===== src/rtl/mc_sequencer.sv =====
// Multicycle RV32I instruction sequencer: FETCH/DECODE/EXECUTE/MEM/WB with memory timeouts.
// Optional performance counters are enabled by defining MC_SEQ_PERF_CNT_EN.
module mc_sequencer #(
  parameter int unsigned MAX_WAIT = 16
`ifdef MC_SEQ_PERF_CNT_EN
  ,
  parameter int unsigned CNT_W    = 32
`endif
) (
  input  logic       clk_i,
  input  logic       rst_i,
  input  logic       run_i,
  input  logic [6:0] op_code_i,
  input  logic       branch_taken_i,
  input  logic       imem_ready_i,
  input  logic       dmem_ready_i,
  output logic       imem_req_o,
  output logic       ir_write_en_o,
  output logic       dmem_req_o,
  output logic       dmem_we_o,
  output logic       mdr_write_en_o,
  output logic       rf_write_en_o,
  output logic       pc_write_en_o,
  output logic [1:0] pc_sel_o,
  output logic       instr_done_o,
  output logic       trap_o,
  output logic [1:0] trap_cause_o,
  output logic [2:0] state_o
`ifdef MC_SEQ_PERF_CNT_EN
  ,
  output logic [CNT_W-1:0] cycle_cnt_o,
  output logic [CNT_W-1:0] instret_cnt_o
`endif
);

  localparam int unsigned WAIT_W = $clog2(MAX_WAIT + 1);
  localparam logic [WAIT_W-1:0] WAIT_LAST = WAIT_W'(MAX_WAIT - 1);

  typedef enum logic [2:0] {
    IDLE    = 3'd0,
    FETCH   = 3'd1,
    DECODE  = 3'd2,
    EXECUTE = 3'd3,
    MEM     = 3'd4,
    WB      = 3'd5,
    TRAP    = 3'd7
  } state_t;

  typedef enum logic [1:0] {
    CAUSE_NONE    = 2'd0,
    CAUSE_ILLEGAL = 2'd1,
    CAUSE_IMEM    = 2'd2,
    CAUSE_DMEM    = 2'd3
  } cause_t;

  state_t            state_q, state_n;
  cause_t            cause_q, cause_n;
  logic [WAIT_W-1:0] wait_q;
  logic              wait_expired;
  logic              is_load, is_store, is_branch, is_jal, is_jalr, op_valid;

  always_comb begin
    is_load   = 1'b0;
    is_store  = 1'b0;
    is_branch = 1'b0;
    is_jal    = 1'b0;
    is_jalr   = 1'b0;
    op_valid  = 1'b1;
    case (op_code_i)
      7'b0000011: is_load   = 1'b1;
      7'b0100011: is_store  = 1'b1;
      7'b1100011: is_branch = 1'b1;
      7'b1101111: is_jal    = 1'b1;
      7'b1100111: is_jalr   = 1'b1;
      7'b0010011, 7'b0010111, 7'b0110111, 7'b0110011: op_valid = 1'b1;
      default:    op_valid  = 1'b0;
    endcase
  end

  assign wait_expired = (wait_q == WAIT_LAST);

  // Counter restarts whenever the state changes, so each FETCH/MEM entry gets the full budget.
  always_ff @(posedge clk_i) begin
    if (rst_i) begin
      state_q <= IDLE;
      cause_q <= CAUSE_NONE;
      wait_q  <= '0;
    end else begin
      state_q <= state_n;
      cause_q <= cause_n;
      if (state_n != state_q) begin
        wait_q <= '0;
      end else if ((state_q == FETCH || state_q == MEM) && !wait_expired) begin
        wait_q <= wait_q + 1'b1;
      end
    end
  end

  always_comb begin
    state_n        = state_q;
    cause_n        = cause_q;
    imem_req_o     = 1'b0;
    ir_write_en_o  = 1'b0;
    dmem_req_o     = 1'b0;
    dmem_we_o      = 1'b0;
    mdr_write_en_o = 1'b0;
    rf_write_en_o  = 1'b0;
    pc_write_en_o  = 1'b0;
    pc_sel_o       = 2'd0;
    instr_done_o   = 1'b0;
    trap_o         = 1'b0;
    case (state_q)
      IDLE: begin
        if (run_i) state_n = FETCH;
      end
      FETCH: begin
        imem_req_o = 1'b1;
        if (imem_ready_i) begin
          ir_write_en_o = 1'b1;
          state_n       = DECODE;
        end else if (wait_expired) begin
          state_n = TRAP;
          cause_n = CAUSE_IMEM;
        end
      end
      DECODE: begin
        if (!op_valid) begin
          state_n = TRAP;
          cause_n = CAUSE_ILLEGAL;
        end else begin
          state_n = EXECUTE;
        end
      end
      EXECUTE: begin
        if (is_load || is_store) begin
          state_n = MEM;
        end else if (is_branch) begin
          pc_write_en_o = 1'b1;
          pc_sel_o      = branch_taken_i ? 2'd1 : 2'd0;
          instr_done_o  = 1'b1;
          state_n       = run_i ? FETCH : IDLE;
        end else begin
          state_n = WB;
        end
      end
      MEM: begin
        dmem_req_o = 1'b1;
        dmem_we_o  = is_store;
        if (dmem_ready_i) begin
          if (is_store) begin
            pc_write_en_o = 1'b1;
            instr_done_o  = 1'b1;
            state_n       = run_i ? FETCH : IDLE;
          end else begin
            mdr_write_en_o = 1'b1;
            state_n        = WB;
          end
        end else if (wait_expired) begin
          state_n = TRAP;
          cause_n = CAUSE_DMEM;
        end
      end
      WB: begin
        rf_write_en_o = 1'b1;
        pc_write_en_o = 1'b1;
        instr_done_o  = 1'b1;
        pc_sel_o      = is_jal ? 2'd1 : (is_jalr ? 2'd2 : 2'd0);
        state_n       = run_i ? FETCH : IDLE;
      end
      TRAP: begin
        trap_o = 1'b1;
      end
      default: begin
        state_n = IDLE;
      end
    endcase
  end

  assign trap_cause_o = cause_q;
  assign state_o      = state_q;

`ifdef MC_SEQ_PERF_CNT_EN
  always_ff @(posedge clk_i) begin
    if (rst_i) begin
      cycle_cnt_o   <= '0;
      instret_cnt_o <= '0;
    end else begin
      if (state_q != IDLE && state_q != TRAP) cycle_cnt_o <= cycle_cnt_o + 1'b1;
      if (instr_done_o) instret_cnt_o <= instret_cnt_o + 1'b1;
    end
  end
`endif

endmodule


===== config.mk =====
export PLATFORM = sky130hd
export DESIGN_NAME = mc_sequencer
export DESIGN_NICKNAME = d
export VERILOG_FILES = /design/src/rtl/mc_sequencer.sv
export SDC_FILE = /design/constraint.sdc
export NUM_CORES = 1
export LEC_CHECK = 0
export BUFFER_PORTS_ARGS = -buffer_cell sky130_fd_sc_hd__buf_4
export CAP_MARGIN = 20
export CORE_MARGIN = 2
export CORE_UTILIZATION = 49
export CTS_CLUSTER_DIAMETER = 50
export DETAILED_ROUTE_END_ITERATION = 8
export PLACE_DENSITY = 0.89
export SLEW_MARGIN = 40
export SYNTH_ARGS = -nofsm -noshare
export SYNTH_HDL_FRONTEND = slang
export SYNTH_SLANG_ARGS = --single-unit

===== constraint.sdc =====
create_clock -name clk_i -period 2.9 [get_ports clk_i]
set_clock_uncertainty 0.1 [all_clocks]
set_input_delay 0.145 -clock clk_i [delete_from_list [all_inputs] [get_ports clk_i]]
set_output_delay 0.145 -clock clk_i [all_outputs]
set_load 0.02 [all_outputs]

Word-level counts from Yosys, hierarchy flattened
Cells that the tools add are included.
{"block": "classes", "addsub": 1, "eq_ne": 22, "mux": 43, "reduce_logical": 9}
{"op": "2-to-1 mux 1 bit", "n": 24}
{"op": "2-to-1 mux 3 bit", "n": 8}
{"op": "equality test 7 x 6 -> 1 bit, second input constant", "n": 3}
{"op": "equality test 7 bit, second input constant", "n": 3}
{"op": "one-hot mux 3 bit (7 select lines)", "n": 1}
{"op": "equality test 7 x 5 -> 1 bit, second input constant", "n": 2}
{"op": "2-to-1 mux 2 bit", "n": 7}
{"op": "!= test 2 bit, second input constant", "n": 5}
{"op": "equality test 3 bit, second input constant", "n": 3}
{"op": "OR reduction 9 bit", "n": 1}
{"op": "equality test 7 x 2 -> 1 bit, second input constant", "n": 1}
{"op": "equality test 3 x 2 -> 1 bit, second input constant", "n": 2}
{"op": "one-hot mux 2 bit (3 select lines)", "n": 1}
{"op": "AND reduction 6 bit", "n": 1}
{"op": "adder 5 x 1 -> 5 bit, second input constant", "n": 1}
{"op": "equality test 5 x 4 -> 1 bit, second input constant", "n": 1}
{"op": "one-hot mux 2 bit (2 select lines)", "n": 1}
{"op": "equality test 3 x 1 -> 1 bit, second input constant", "n": 1}
{"op": "zero test 3 bit", "n": 1}
{"op": "!= test 3 bit", "n": 1}
{"op": "one-hot mux 1 bit (3 select lines)", "n": 1}
{"op": "nonzero test 3 bit", "n": 1}
{"op": "logical OR 1 bit", "n": 2}
{"op": "OR reduction 2 bit", "n": 1}
{"op": "other kinds (2)", "n": 2}
{"block": "totals", "ff_bits": 10, "in_bits": 13, "output_inout_bits": 16, "word_cells": 78}

Logic depth before layout (Yosys ltp)
Gate-level depths: netlist of run 1.
{"block": "depth", "ltp_word": 7, "ltp_mapped": 9, "depth_no_buf": 8}

Worst setup path after synthesis of run 1
OpenSTA, ideal clock, no wires.
{"block": "synth_timing", "path_kind": "register to output", "start": "register state_q[0], in the netlist state_o[0]", "end": "output pc_sel_o[1]", "arrival_ns": 1.899, "required_time_ns": 2.655, "slack_ns": 0.756, "stages_incl_launch_ff": 6, "n_path_buf": 1, "cell_sequence": "dfxtp_1 buf_6 inv_4 nor2_1 and2_1 nor4b_1"}
{"block": "synth_via", "elab_chain_len": 2, "word_cells_on_any_way": 3, "cone_classes": "eq/ne: 2; mux: 1"}
{"element": "start: declaration", "line_no": "56", "source": "state_t state_q, state_n;"}
{"element": "start signal: assignment", "line_no": "89", "source": "state_q <= state_n;"}
{"element": "equality test 3 bit / equality test 3 x 2 -> 1 bit (equally long branches)", "line_no": "112", "source": "case (state_q)"}
{"element": "one-hot mux 2 bit (2 select lines) (*)", "line_no": "112"}
{"element": "end: declaration", "line_no": "24", "source": "output logic [1:0] pc_sel_o,"}
Mark *: on every way between the ends. The rest lies on a longest branch, timed or not.

Final worst setup path of run 1
{"block": "layout_timing", "start": "register wait_q[0]", "end": "register wait_q[0]"}
{"block": "layout_via", "elab_chain_len": 6, "word_cells_on_any_way": 10, "cone_classes": "add/sub: 1; eq/ne: 2; mux: 4; reduce/logical: 3"}
{"element": "start: declaration", "line_no": "58", "source": "logic [WAIT_W-1:0] wait_q;"}
{"element": "start signal: assignment", "line_no": "94", "source": "wait_q <= wait_q + 1'b1;"}
{"element": "equality test 5 x 4 -> 1 bit", "line_no": "80", "source": "assign wait_expired = (wait_q == WAIT_LAST);"}
{"element": "2-to-1 mux 3 bit", "line_no": "121, 158"}
{"element": "2-to-1 mux 3 bit (on tied branches)", "line_no": "149, 118"}
{"element": "one-hot mux 3 bit (7 select lines)", "line_no": "112"}
{"element": "!= test 3 bit", "line_no": "91", "source": "if (state_n != state_q) begin"}
{"element": "OR reduction 2 bit (no source line)"}
Several ways; a longest one is shown, not always the timed one.
A chain may end at the register's enable or synchronous reset.

==> results.md, run 1 <==
- Hold Fails Final Rpt: 0
- Fin crit period: roughly 2.3 ns
- Rows: 15
- Die W: ~46 um
- Reg2reg path depth: 8
- GPL Wtd Cong: slightly above 0.8
- RSZ-0062 raised after global routing: false
- Post-DRT Antenna Nets: 0
- Yosys reg bits: 10
- Vias in the first global route: about 850
- Die area: about 2100 um2
- Nets: roughly 160
- CTS resizes: 0
- WL met2: roughly 1200 um
- Dpl hpwl: ~1700 um
- I/O Pins: 29
- Final setup vio count: 0
- Synthesized cell area: 869.6 um2
- Hold Path Sink: state_o[2]
- Cells after Synth: ~110
- Synthesized Nets: roughly 130
- HP Start: dmem_ready_i
- Compound-gate portion of the synthesized area: a little under a fifth
- Number of cells on the worst hold path: 4
- Clock Tree Root: clkbuf_4
- # DRC: 0
- Slew Limit Fails: 0
- Total negative slack: 0 ns
- Routed wire per std cell: between 10 and 15 um
- Die extent in y: 46.13 um
- Area growth syn-to-layout: 27.34%
- Mean Syn Cell Area: approximately 8 um2
- Clock Latency Late Sink: 0.28 ns
- Seq/Total Area, Yosys: between 20% and 30%
- WHS: roughly 0.11 ns
- DR top layer: met4
- Mux cell area share after synthesis: approximately 4.6%
- Drt pass-1 iters: 4
- Routed met3 length: 73 um
- Leak: 0.0004465 uW
- Crit Path Max Fanout: 7
- Largest net degree at the start of global routing: 16
- Synth Area in Adders: between 2 and 3%
- Status: finished, final reports clean
- Core region area: roughly 1700 um2
- Worst flop-to-flop path endpoint: wait_q[0]
- Fmax: around 430 MHz
- Max-cap check violation count: 0
- Layout cell share with drive strength beyond 1: 27.34%
- Setup crit end kind: register
- CTS max path bufs: 2
- Post-Synth Simple-Gate Area: about two fifths
- Required time at the worst-slack endpoint: about 2.9 ns
- Critical path data arrival time: around 2.4 ns
- H-tree levels: 1
- CTS tree: done
- Post-CTS Setup Bufs: 0
- Inserted Diodes: 0
- VDD IR max: approximately 460 uV
- GR Overflow Total: 0
- DR vias/cell: between 5 and 6
- CTS Buf Count: 3
- Initial antenna violation count: 0
- Met1 WL: around 890 um
- 1st-iter DRT viols: 21
- Reg2reg start: wait_q[0]
- Worst-margin pin slew: between 0.7 and 0.8 ns
- Flop2flop setup slack: approximately 0.57 ns
- Final period util: about four fifths
- Pwr dens: just under 900 nW/um2
- HP Class: in2reg
- Synthesis Warnings: 0
- Register area: roughly 200 um2
- CTS clk-pin slew, worst paths: 0.07 ns
- Tot GR Track Use: roughly 23%
- Starting density of the core: 51.48%
- Clk sink count: 10
- Fillers: between 150 and 200
- Multi-input gate area: roughly 590 um2
- Startpoint class of the critical path: register
- Netlist cell types: a little over 40
- Critical path class: reg2reg
- Synth Area in XOR/XNOR: between 3 and 4%
- Main combinational cell family by area after synthesis: simple AND/OR/NAND/NOR gates
- Slew margin rel.: 50.94%
- IO buf count: 28
- Total Wirelength: roughly 2200 um
- Via count: ~930
- Wire length of the first global-routing pass: roughly 3500 um
[power by group]
group | internal (uW) | switching (uW) | total (uW)
Sequential | 177 | 78.0 | 255
Combinational | 257 | 316 | 573
Clock | 76.5 | 53.5 | 130
[worst max path at each step]
stage,startpoint,to,cells after the start
after floorplan,state_o[0],pc_sel_o[1],5
after global placement,wait_q[0],wait_q[4],8
after detailed placement,wait_q[0],wait_q[0],8
after CTS,wait_q[0],wait_q[0],8
after global routing,wait_q[0],wait_q[0],8
final,wait_q[0],wait_q[0],8
[cell families after synthesis]
family,count (synthesis)
AO/OA/AOI/OAI,19
XOR/XNOR,3
adder cells (fa/ha/maj),2
buffers and inverters,13
flip-flops,10
multiplexers,4
AND/OR/NAND/NOR,60
[flip-flops by register name, indices dropped and copies added, names as in the netlist]
signal and count:
state_o 3, trap_cause_o 2, wait_q 5
[per-layer routing]
layer / vias up / GRT usage [%]
met3: 4 / 2.353
met5: - / 0
li1: 466 / -
met4: 0 / 12.00
met2: 24 / 41.67
met1: 431 / 26.32
[layout make-up]
class | instances | share of cell area, %
inverters | 7 | 2.599
flip-flops and latches | 10 | 18.08
multi-input cells | 88 | 53.56
clock buffers | 4 | 3.277
repair buffers | 30 | 20.56
well taps | 17 | 1.921
[critical path: stages (launching register included)]
cell and delay, ns:
dfxtp_1 0.37, ha_1 0.17, and3_1 0.16, ha_1 0.25
nor2_1 0.07, or3_1 0.33, a32oi_2 0.21, mux2i_1 0.42
nor4_1 0.13
[cell usage after synthesis]
cell type | number | area share [%]
inv_1 | 6 | 2.6
o311a_1 | 1 | 1.2
nand2b_1 | 4 | 2.9
nor3b_2 | 1 | 1.4
or3_1 | 1 | 0.72
nand4_1 | 2 | 1.4
nor3b_1 | 2 | 1.7
o221ai_1 | 1 | 1.0
xor2_1 | 2 | 2.0
mux2i_1 | 4 | 4.6
nand3b_1 | 2 | 1.7
or2_4 | 1 | 1.0
a221oi_1 | 1 | 1.0
nor2_1 | 14 | 6.0
xnor2_1 | 1 | 1.0
a211oi_1 | 1 | 0.86
o31ai_1 | 2 | 1.7
buf_2 | 2 | 1.2
a21oi_1 | 4 | 2.3
inv_4 | 1 | 0.72
nor4b_1 | 2 | 2.0
o21ba_1 | 1 | 1.2
o32ai_1 | 1 | 1.0
nand3_1 | 1 | 0.57
ha_1 | 2 | 2.9
nor2b_1 | 4 | 2.9
nor4_1 | 8 | 5.8
o22ai_1 | 1 | 0.72
o311ai_4 | 1 | 3.0
o21ai_0 | 2 | 1.2
a2111oi_0 | 1 | 1.0
a32oi_2 | 1 | 1.9
buf_4 | 2 | 1.7
nor3_1 | 6 | 3.5
o21bai_1 | 1 | 0.86
dfxtp_1 | 10 | 23
and3_1 | 2 | 1.4
nand4bb_1 | 1 | 1.3
nand2_1 | 7 | 3.0
buf_6 | 2 | 2.6
and2_1 | 2 | 1.4
[layout by cell type (no fill, tap or decap), types with 3 or more instances in the layout]
cell / instances
inv_1: 6
mux2i_1: 4
a21oi_1: 4
nor4_1: 8
clkbuf_4: 3
buf_4: 29
nor2b_1: 4
nand2_1: 7
nor2_1: 14
dfxtp_1: 10
nand2b_1: 4
nor3_1: 6
[metrics by stage]
stage                     util [%]  std cells  cell area [um2]  setup slack [ns]  power, uW
after floorplan                  -        111            869.6            0.7562      690.6
after global placement       62.81        151             1061            0.6992      811.8
after detailed placement     62.81        151             1061            0.5600      826.6
after CTS                    65.56        156             1107            0.5509      963.0
after global routing         65.56        156             1107            0.3547       1037
final                        65.56        156             1107            0.5655      958.0
[what timing repair did]
| item | 4_1_cts | 5_1_grt |
|---|---|---|
| hold endpoints to repair | 5 | 0 |
| hold buffers | 1 | 0 |
| setup endpoints to repair | 0 | 0 |
No activity file was read; power rests on OpenSTA's default activity.
==> run 2: changes to the inputs <==
--- a/config.mk
+++ b/config.mk
@@ -5,13 +5,14 @@
 export SDC_FILE = /design/constraint.sdc
 export NUM_CORES = 1
 export LEC_CHECK = 0
+export ABC_AREA = 1
 export BUFFER_PORTS_ARGS = -buffer_cell sky130_fd_sc_hd__buf_4
 export CAP_MARGIN = 20
 export CORE_MARGIN = 2
-export CORE_UTILIZATION = 49
+export CORE_UTILIZATION = 46
 export CTS_CLUSTER_DIAMETER = 50
 export DETAILED_ROUTE_END_ITERATION = 8
-export PLACE_DENSITY = 0.89
+export PLACE_DENSITY = 0.86
 export SLEW_MARGIN = 40
 export SYNTH_ARGS = -nofsm -noshare
 export SYNTH_HDL_FRONTEND = slang
==> constraint.sdc (replaced) <==
create_clock -name clk_i -period 1.9 [get_ports clk_i]
set_clock_uncertainty 0.1 [all_clocks]
set_input_delay 0.095 -clock clk_i [delete_from_list [all_inputs] [get_ports clk_i]]
set_output_delay 0.095 -clock clk_i [all_outputs]
set_load 0.02 [all_outputs]
==> results.md, run 2 <==
- Drt pass-1 iters: 4 (unchanged)
- Failing checks: setup timing
- Compound-gate portion of the synthesized area: 5.556% (was 18.85%)
- Slew margin rel.: 74.06% (was 50.94%)
- Die W: 50.94 um (was 46.13 um)
- Synth area leader: dfxtp_1 (unchanged)
- Netlist cell types: 29 (was 41)
- Worst-margin pin slew: 0.3876 ns (was 0.7257 ns)
- Pwr dens: 979.1 nW/um2 (was 865.2 nW/um2)
- Final core occ: 71.47% (was 65.56%)
- 1st-iter DRT viols: 46 (was 21)
- GR Overflow Total: 0 (unchanged)
- Area share of the largest cell type after synthesis: 19.75% (was 23.02%)
- Synth async-reset ratio: 0% (unchanged)
- Ys flop type: dfxtp_1 (unchanged)
- Clock Tree Root: clkbuf_4 (unchanged)
- Commonest non-fill, non-tap cell in the layout: buf_4 (unchanged)
- Starting density of the core: 50.12% (was 51.48%)
- Leak: 0.0007178 uW (was 0.0004465 uW)
- Mean Syn Cell Area: 6.256 um2 (was 7.834 um2)
- Top cells by area, synth: dfxtp_1 (20%), nand2_1 (14%), inv_1 (9.3%) (was dfxtp_1 (23%), nor2_1 (6.0%), nor4_1 (5.8%))
- Status: finished, violations left (was finished, final reports clean)
- RSZ-0062 raised after global routing: true (was false)
- Final period util: 103.5% (was 80.50%)
- Wire length of the first global-routing pass: 5154 um (was 3532 um)
- Largest reg by FF count: wait_q (unchanged)
- # DRC: 0 (unchanged)
- Required time at the worst-slack endpoint: 1.97 ns (was 2.94 ns)
- I/O Pins: 29 (unchanged)
- Synthesis Warnings: 0 (unchanged)
- IO buf count: 28 (unchanged)
- Mux cell area share after synthesis: 0% (was 4.604%)
- Multi-input gate area: 742.0 um2 (was 593.1 um2)
- Critical path class: reg2reg (unchanged)
- Max-cap check violation count: 0 (unchanged)
- Startpoint class of the critical path: register (unchanged)
- Core region area: 2022 um2 (was 1689 um2)
- Post-synth EDFFs: 0 (unchanged)
- Crit Path Max Fanout: 3 (was 7)
- Setup ws final: -0.06615 ns (was 0.5655 ns)
- Synthesized cell area: 1013 um2 (was 869.6 um2)
- Max reg flops: 5 (unchanged)
- Overall Power: 1415 uW (was 958.0 uW)
- Total Wirelength: 3042 um (was 2169 um)
- Fin crit period: 1.966 ns (was 2.334 ns)
- CTS max path bufs: 2 (unchanged)
- Nets: 221 (was 155)
- Die area: 2595 um2 (was 2128 um2)
- Tot GR Track Use: 25.65% (was 23.09%)
- Routed wire per std cell: 13.11 um (was 13.90 um)
- Placed instance count: 221 (was 151)
- Via count: 1,221 (was 925)
- Setup crit end kind: register (unchanged)
- Most frequent cells after synthesis: nand2_1 (39), inv_1 (25), nor2_1 (19), nand3_1 (12) (was nor2_1 (14), dfxtp_1 (10), nor4_1 (8), nand2_1 (7))
- Main combinational cell family by area after synthesis: simple AND/OR/NAND/NOR gates (unchanged)
- Slew Limit Fails: 0 (unchanged)
- VDD IR max: 668.4 uV (was 463.7 uV)
- DR vias/cell: 5.263 (was 5.929)
- CTS clk-pin slew, worst paths: 0.06 ns (was 0.07 ns)
- Seq/Total Area, Yosys: 19.75% (was 23.02%)
- Synth Area in XOR/XNOR: 2.593% (was 3.022%)
- Vias in the first global route: 1,227 (was 845)
- Fmax: 508.6 MHz (was 428.4 MHz)
- Largest net degree at the start of global routing: 9 (was 16)
- Cells after Synth: 162 (was 111)
- Rows: 16 (was 15)
- Most frequent cells in the layout: buf_4 (40), nand2_1 (38), inv_1 (25) (was buf_4 (29), nor2_1 (14), dfxtp_1 (10))
- Clock Latency Late Sink: 0.27 ns (was 0.28 ns)
- Top-count cell post-synth: nand2_1 (was nor2_1)
- H-tree levels: 1 (unchanged)
- Yosys reg bits: 10 (unchanged)
- Area growth syn-to-layout: 42.59% (was 27.34%)
- Dpl hpwl: 2191 um (was 1735 um)
- Initial antenna violation count: 0 (unchanged)
- Register area: 203.9 um2 (was 200.2 um2)
- Synthesized Nets: 177 (was 126)
- Post-DRT Antenna Nets: 0 (unchanged)
- Synth Area in Adders: 2.469% (was 2.878%)
- Final setup vio count: 4 (was 0)
- GPL Wtd Cong: 0.8958 (was 0.8157)
- Die extent in y: 50.94 um (was 46.13 um)
- CTS Buf Count: 3 (unchanged)
- Fillers: 145 (was 161)
- HP Class: in2reg (unchanged)
- Inserted Diodes: 0 (unchanged)
- Post-Synth Simple-Gate Area: 56.05% (was 38.85%)
- Non-filler cells, final: 232 (was 156)
- Critical path data arrival time: 2.03 ns (was 2.38 ns)
- CTS tree: done (unchanged)
- Clk sink count: 10 (unchanged)
- Hold Fails Final Rpt: 0 (unchanged)
- Layout cell share with drive strength beyond 1: 43.41% (was 27.34%)
- WHS: 0.2151 ns (was 0.1053 ns)
run 2: changes by cell type after synthesis, sizes merged, moves of 7 or more:
cell	before	now
nor2	14	23
nand3	1	17
inv	7	30
nor4	8	1
nand2	7	50
run 2: cells by family after synthesis:
group | Yosys count
simple gates | 104
buf+inv | 33
compound gates | 10
flops | 10
xor+xnor | 3
fa+ha+maj | 2
run 2: repair_timing:
item,in CTS,in global routing
resized for setup,11,5
pin swaps,8,3
endpoints found under the setup margin,5,9
hold endpoints to repair,3,0
buffers inserted,6,0
hold buffers,1,0
run 2: area by class of cell:
class	instances	share of cell area, %
well taps	27	2.338
flip-flops and latches	10	14.11
repair buffers	41	21.47
clock buffers	4	2.511
multi-input cells	119	51.34
inverters	31	8.225
run 2: path summary, 6_finish.rpt:
kind | slack [ns] | cells past startpoint | startpoint | end
worst max register to register | -0.07 | 13 | wait_q[1] | state_o[1]
worst max-delay path | -0.07 | 13 | wait_q[1] | state_o[1]
worst min-delay path | 0.22 | 7 | run_i | state_o[0]
worst min register to register | 0.40 | 2 | trap_cause_o[1] | trap_cause_o[1]
run 2: where the power goes:
| part | switching (uW) | internal (uW) | total (uW) |
|---|---|---|---|
| clock network | 72.1 | 116 | 188 |
| logic | 584 | 347 | 931 |
| registers | 39.4 | 256 | 295 |
run 2: per-stage QoR:
step	setup WS [ns]	setup TNS [ns]	instance area, um2
4_1_cts	0.002295	0	1419
2_1_floorplan	-0.002508	-0.002508	1020
3_3_place_gp	0.02020	0	1290
3_5_place_dp	-0.09791	-0.3596	1290
6_report	-0.06615	-0.09391	1445
5_1_grt	-0.1278	-0.5781	1445
run 2: per-layer routing:
metal  part of all wire [%]  routed length, um  track usage, %
met2                     50               1513           45.45
met4                    2.2                 66           8.559
met3                    7.9                239           5.556
met5                      0                  0               0
met1                     40               1222           30.29
run 2: critical path: stages (launching register included):
cell	delay (ns)
dfxtp_2	0.34
ha_4	0.16
and3_4	0.18
ha_4	0.16
nor2_4	0.12
nand2_1	0.07
nand2_1	0.07
nand2_1	0.07
nor2_2	0.13
buf_4	0.13
buf_4	0.09
buf_4	0.10
buf_4	0.10
nor2_1	0.04
==> run 3: changes to the inputs <==
--- a/config.mk
+++ b/config.mk
@@ -8,11 +8,12 @@
 export ABC_AREA = 1
 export BUFFER_PORTS_ARGS = -buffer_cell sky130_fd_sc_hd__buf_4
 export CAP_MARGIN = 20
+export CORE_ASPECT_RATIO = 1.75
 export CORE_MARGIN = 2
-export CORE_UTILIZATION = 46
+export CORE_UTILIZATION = 35
 export CTS_CLUSTER_DIAMETER = 50
 export DETAILED_ROUTE_END_ITERATION = 8
-export PLACE_DENSITY = 0.86
+export PLACE_DENSITY = 0.71
 export SLEW_MARGIN = 40
 export SYNTH_ARGS = -nofsm -noshare
 export SYNTH_HDL_FRONTEND = slang
==> results.md, run 3 (synthesized netlist as in run 2, its figures left out) <==
- Die area: 3359 um2 (was 2595 um2)
- Wire length of the first global-routing pass: 4505 um (was 5154 um)
- Crit path largest cell delay: 0.33 ns (was 0.34 ns)
- Reg2reg path depth: 12 (was 13)
- Inserted Diodes: 0 (unchanged)
- Non-filler cells, final: 229 (was 232)
- CTS clk-pin slew, worst paths: 0.05 ns (was 0.06 ns)
- Setup crit end kind: register (unchanged)
- Max-cap check violation count: 0 (unchanged)
- Placed inst area: 1297 um2 (was 1290 um2)
- Fillers: 268 (was 145)
- H-tree levels: 1 (unchanged)
- Starting density of the core: 37.24% (was 50.12%)
- Clock Latency Late Sink: 0.24 ns (was 0.27 ns)
- Fmax: 545.6 MHz (was 508.6 MHz)
- Tot GR Track Use: 18.34% (was 25.65%)
- GR Overflow Total: 0 (unchanged)
- Flop2flop setup slack: 0.07 ns (was -0.07 ns)
- Routed wire per std cell: 11.69 um (was 13.11 um)
- Clk sink count: 10 (unchanged)
- Setup ws final: 0.06725 ns (was -0.06615 ns)
- Worst-margin pin slew: 0.2831 ns (was 0.3876 ns)
- Pwr dens: 1001 nW/um2 (was 979.1 nW/um2)
- Fin crit period: 1.833 ns (was 1.966 ns)
- CTS tree: done (unchanged)
- Area growth syn-to-layout: 42.96% (was 42.59%)
- HP Class: in2reg (unchanged)
- HP Start: imem_ready_i (was run_i)
- Vias in the first global route: 1,098 (was 1,227)
- Register area: 203.9 um2 (unchanged)
- Switching share of power: 46.38% (was 49.19%)
- CTS max path bufs: 2 (unchanged)
- Rows: 25 (was 16)
- Die extent in y: 75.19 um (was 50.94 um)
- Crit Path Max Fanout: 5 (was 3)
- Slew Limit Fails: 0 (unchanged)
- Multi-input gate area: 749.5 um2 (was 742.0 um2)
- IO buf count: 28 (unchanged)
- GPL Wtd Cong: 0.8805 (was 0.8958)
- Largest reg by FF count: wait_q (unchanged)
- Sequential share of power: 20.6% (was 20.8%)
- Overall Power: 1450 uW (was 1415 uW)
- Pre-CTS WS: -0.1728 ns (was -0.09791 ns)
- Nets: 218 (was 221)
- Final setup vio count: 0 (was 4)
- Worst flop-to-flop path endpoint: wait_q[3] (was state_o[1])
- Drt pass-1 iters: 4 (unchanged)
- RSZ-0062 raised after global routing: true (unchanged)
- Core region area: 2721 um2 (was 2022 um2)
- Number of cells on the worst hold path: 5 (was 7)
- Slew margin rel.: 81.06% (was 74.06%)
- Reg2reg start: wait_q[0] (was wait_q[1])
- Internal: 777.4 uW (was 719.0 uW)
- Final period util: 96.46% (was 103.5%)
- Via count: 1,118 (was 1,221)
- Die W: 44.68 um (was 50.94 um)
- Layout cell share with drive strength beyond 1: 42.57% (was 43.41%)
- Clock Tree Root: clkbuf_8 (was clkbuf_4)
- Critical path class: reg2reg (unchanged)
- Highest-delay cell along the critical path: dfxtp_2 (unchanged)
- Critical Path, Cell by Cell: ha_4 > and3_4 > ha_4 > nor2_4 > nand2_1 > nand2_1 > nand2_2 > nor2_4 > nor2_4 > nor2_4 > nand3_4 > nor3_2 (was ha_4 > and3_4 > ha_4 > nor2_4 > nand2_1 > nand2_1 > nand2_1 > nor2_2 > buf_4 > buf_4 > buf_4 > buf_4 > nor2_1)
- Total Wirelength: 2676 um (was 3042 um)
- VDD IR max: 822.7 uV (was 668.4 uV)
- Critical path data arrival time: 1.90 ns (was 2.03 ns)
- Required time at the worst-slack endpoint: 1.97 ns (about the same)
- # DRC: 0 (unchanged)
- Most frequent cells in the layout: nand2_1 (37), buf_4 (37), inv_1 (25) (was buf_4 (40), nand2_1 (38), inv_1 (25))
- Combinational group share of total power: 60.9% (was 65.8%)
- Startpoint class of the critical path: register (unchanged)
- Max reg flops: 5 (unchanged)
- Status: finished, final reports clean (was finished, violations left)
- Leak: 0.0007109 uW (was 0.0007178 uW)
- Hold Fails Final Rpt: 0 (unchanged)
- Most frequent CP cell: nor2_4 (was buf_4)
- I/O Pins: 29 (unchanged)
- Final instance area: 1449 um2 (was 1445 um2)
- Net Sw Power: 672.5 uW (was 695.9 uW)
- Placed instance count: 222 (was 221)
- Post-DRT Antenna Nets: 0 (unchanged)
- DR vias/cell: 4.882 (was 5.263)
- Largest net degree at the start of global routing: 9 (unchanged)
- Hold Path Sink: trap_cause_o[0] (was state_o[0])
- Initial antenna violation count: 0 (unchanged)
- Clk pwr share: 18.5% (was 13.3%)
- Dpl hpwl: 2139 um (was 2191 um)
- CTS Buf Count: 3 (unchanged)
- 1st-iter DRT viols: 29 (was 46)
## run 3: changes by cell type in the layout (fill, tap and decap cells not counted), sizes merged
| cell | change |
|---|---|
| buf | -3 |
## run 3: layer usage
metal / GRT usage [%] / routed length (um)
met5: 0 / 0
met4: 13.80 / 153
met3: 3.118 / 152
met2: 33.17 / 1419
met1: 17.73 / 951
## run 3: area by class of cell
cell class	count	area share, %
clock buffer	4	3.800
inverter	31	8.204
timing repair buffer	38	19.86
sequential	10	14.08
multi-input combinational	119	51.73
tap	27	2.332
## run 3: power groups by stage
| stage | sequential, uW | clock (uW) | combinational (uW) |
|---|---|---|---|
| 2_1_floorplan | 342 | 0 | 511 |
| 3_3_place_gp | 295 | 0 | 795 |
| 3_5_place_dp | 295 | 0 | 801 |
| 4_1_cts | 293 | 275 | 826 |
| 5_1_grt | 307 | 284 | 971 |
| 6_report | 299 | 268 | 884 |
## run 3: per-stage QoR
stage           TNS [ns]  utilization, %  hold WS, ns
6_report               0           53.24       0.2331
5_1_grt         -0.07349           53.24       0.2758
4_1_cts                0           51.54       0.2250
3_5_place_dp     -0.8496           47.68       0.1855
3_3_place_gp     -0.5808           47.68       0.1858
2_1_floorplan  -0.002508               -      0.06407
## run 3: repair_timing
action	in CTS	in global routing
endpoints found under the setup margin	5	8
resized for setup	7	11
endpoints found under the hold margin	3	0
pin swaps	4	12
hold buffers	1	0
buffers inserted	1	1
## run 3: critical path: cells and delay by family (launching register included)
family | cells | cell delay, ns
and+or+nand+nor | 10 | 1.01
DFF | 1 | 0.33
adders and majority gates | 2 | 0.32
## run 3: worst max path at each step
stage	from	end	slack, ns	cells past startpoint
6_report	wait_q[0]	wait_q[3]	0.07	12
5_1_grt	wait_q[0]	wait_q[3]	-0.05	12
4_1_cts	wait_q[0]	wait_q[1]	0.005	12
3_5_place_dp	wait_q[0]	wait_q[1]	-0.17	12
3_3_place_gp	wait_q[0]	wait_q[1]	-0.12	12
2_1_floorplan	state_o[0]	pc_write_en_o	-0.003	5
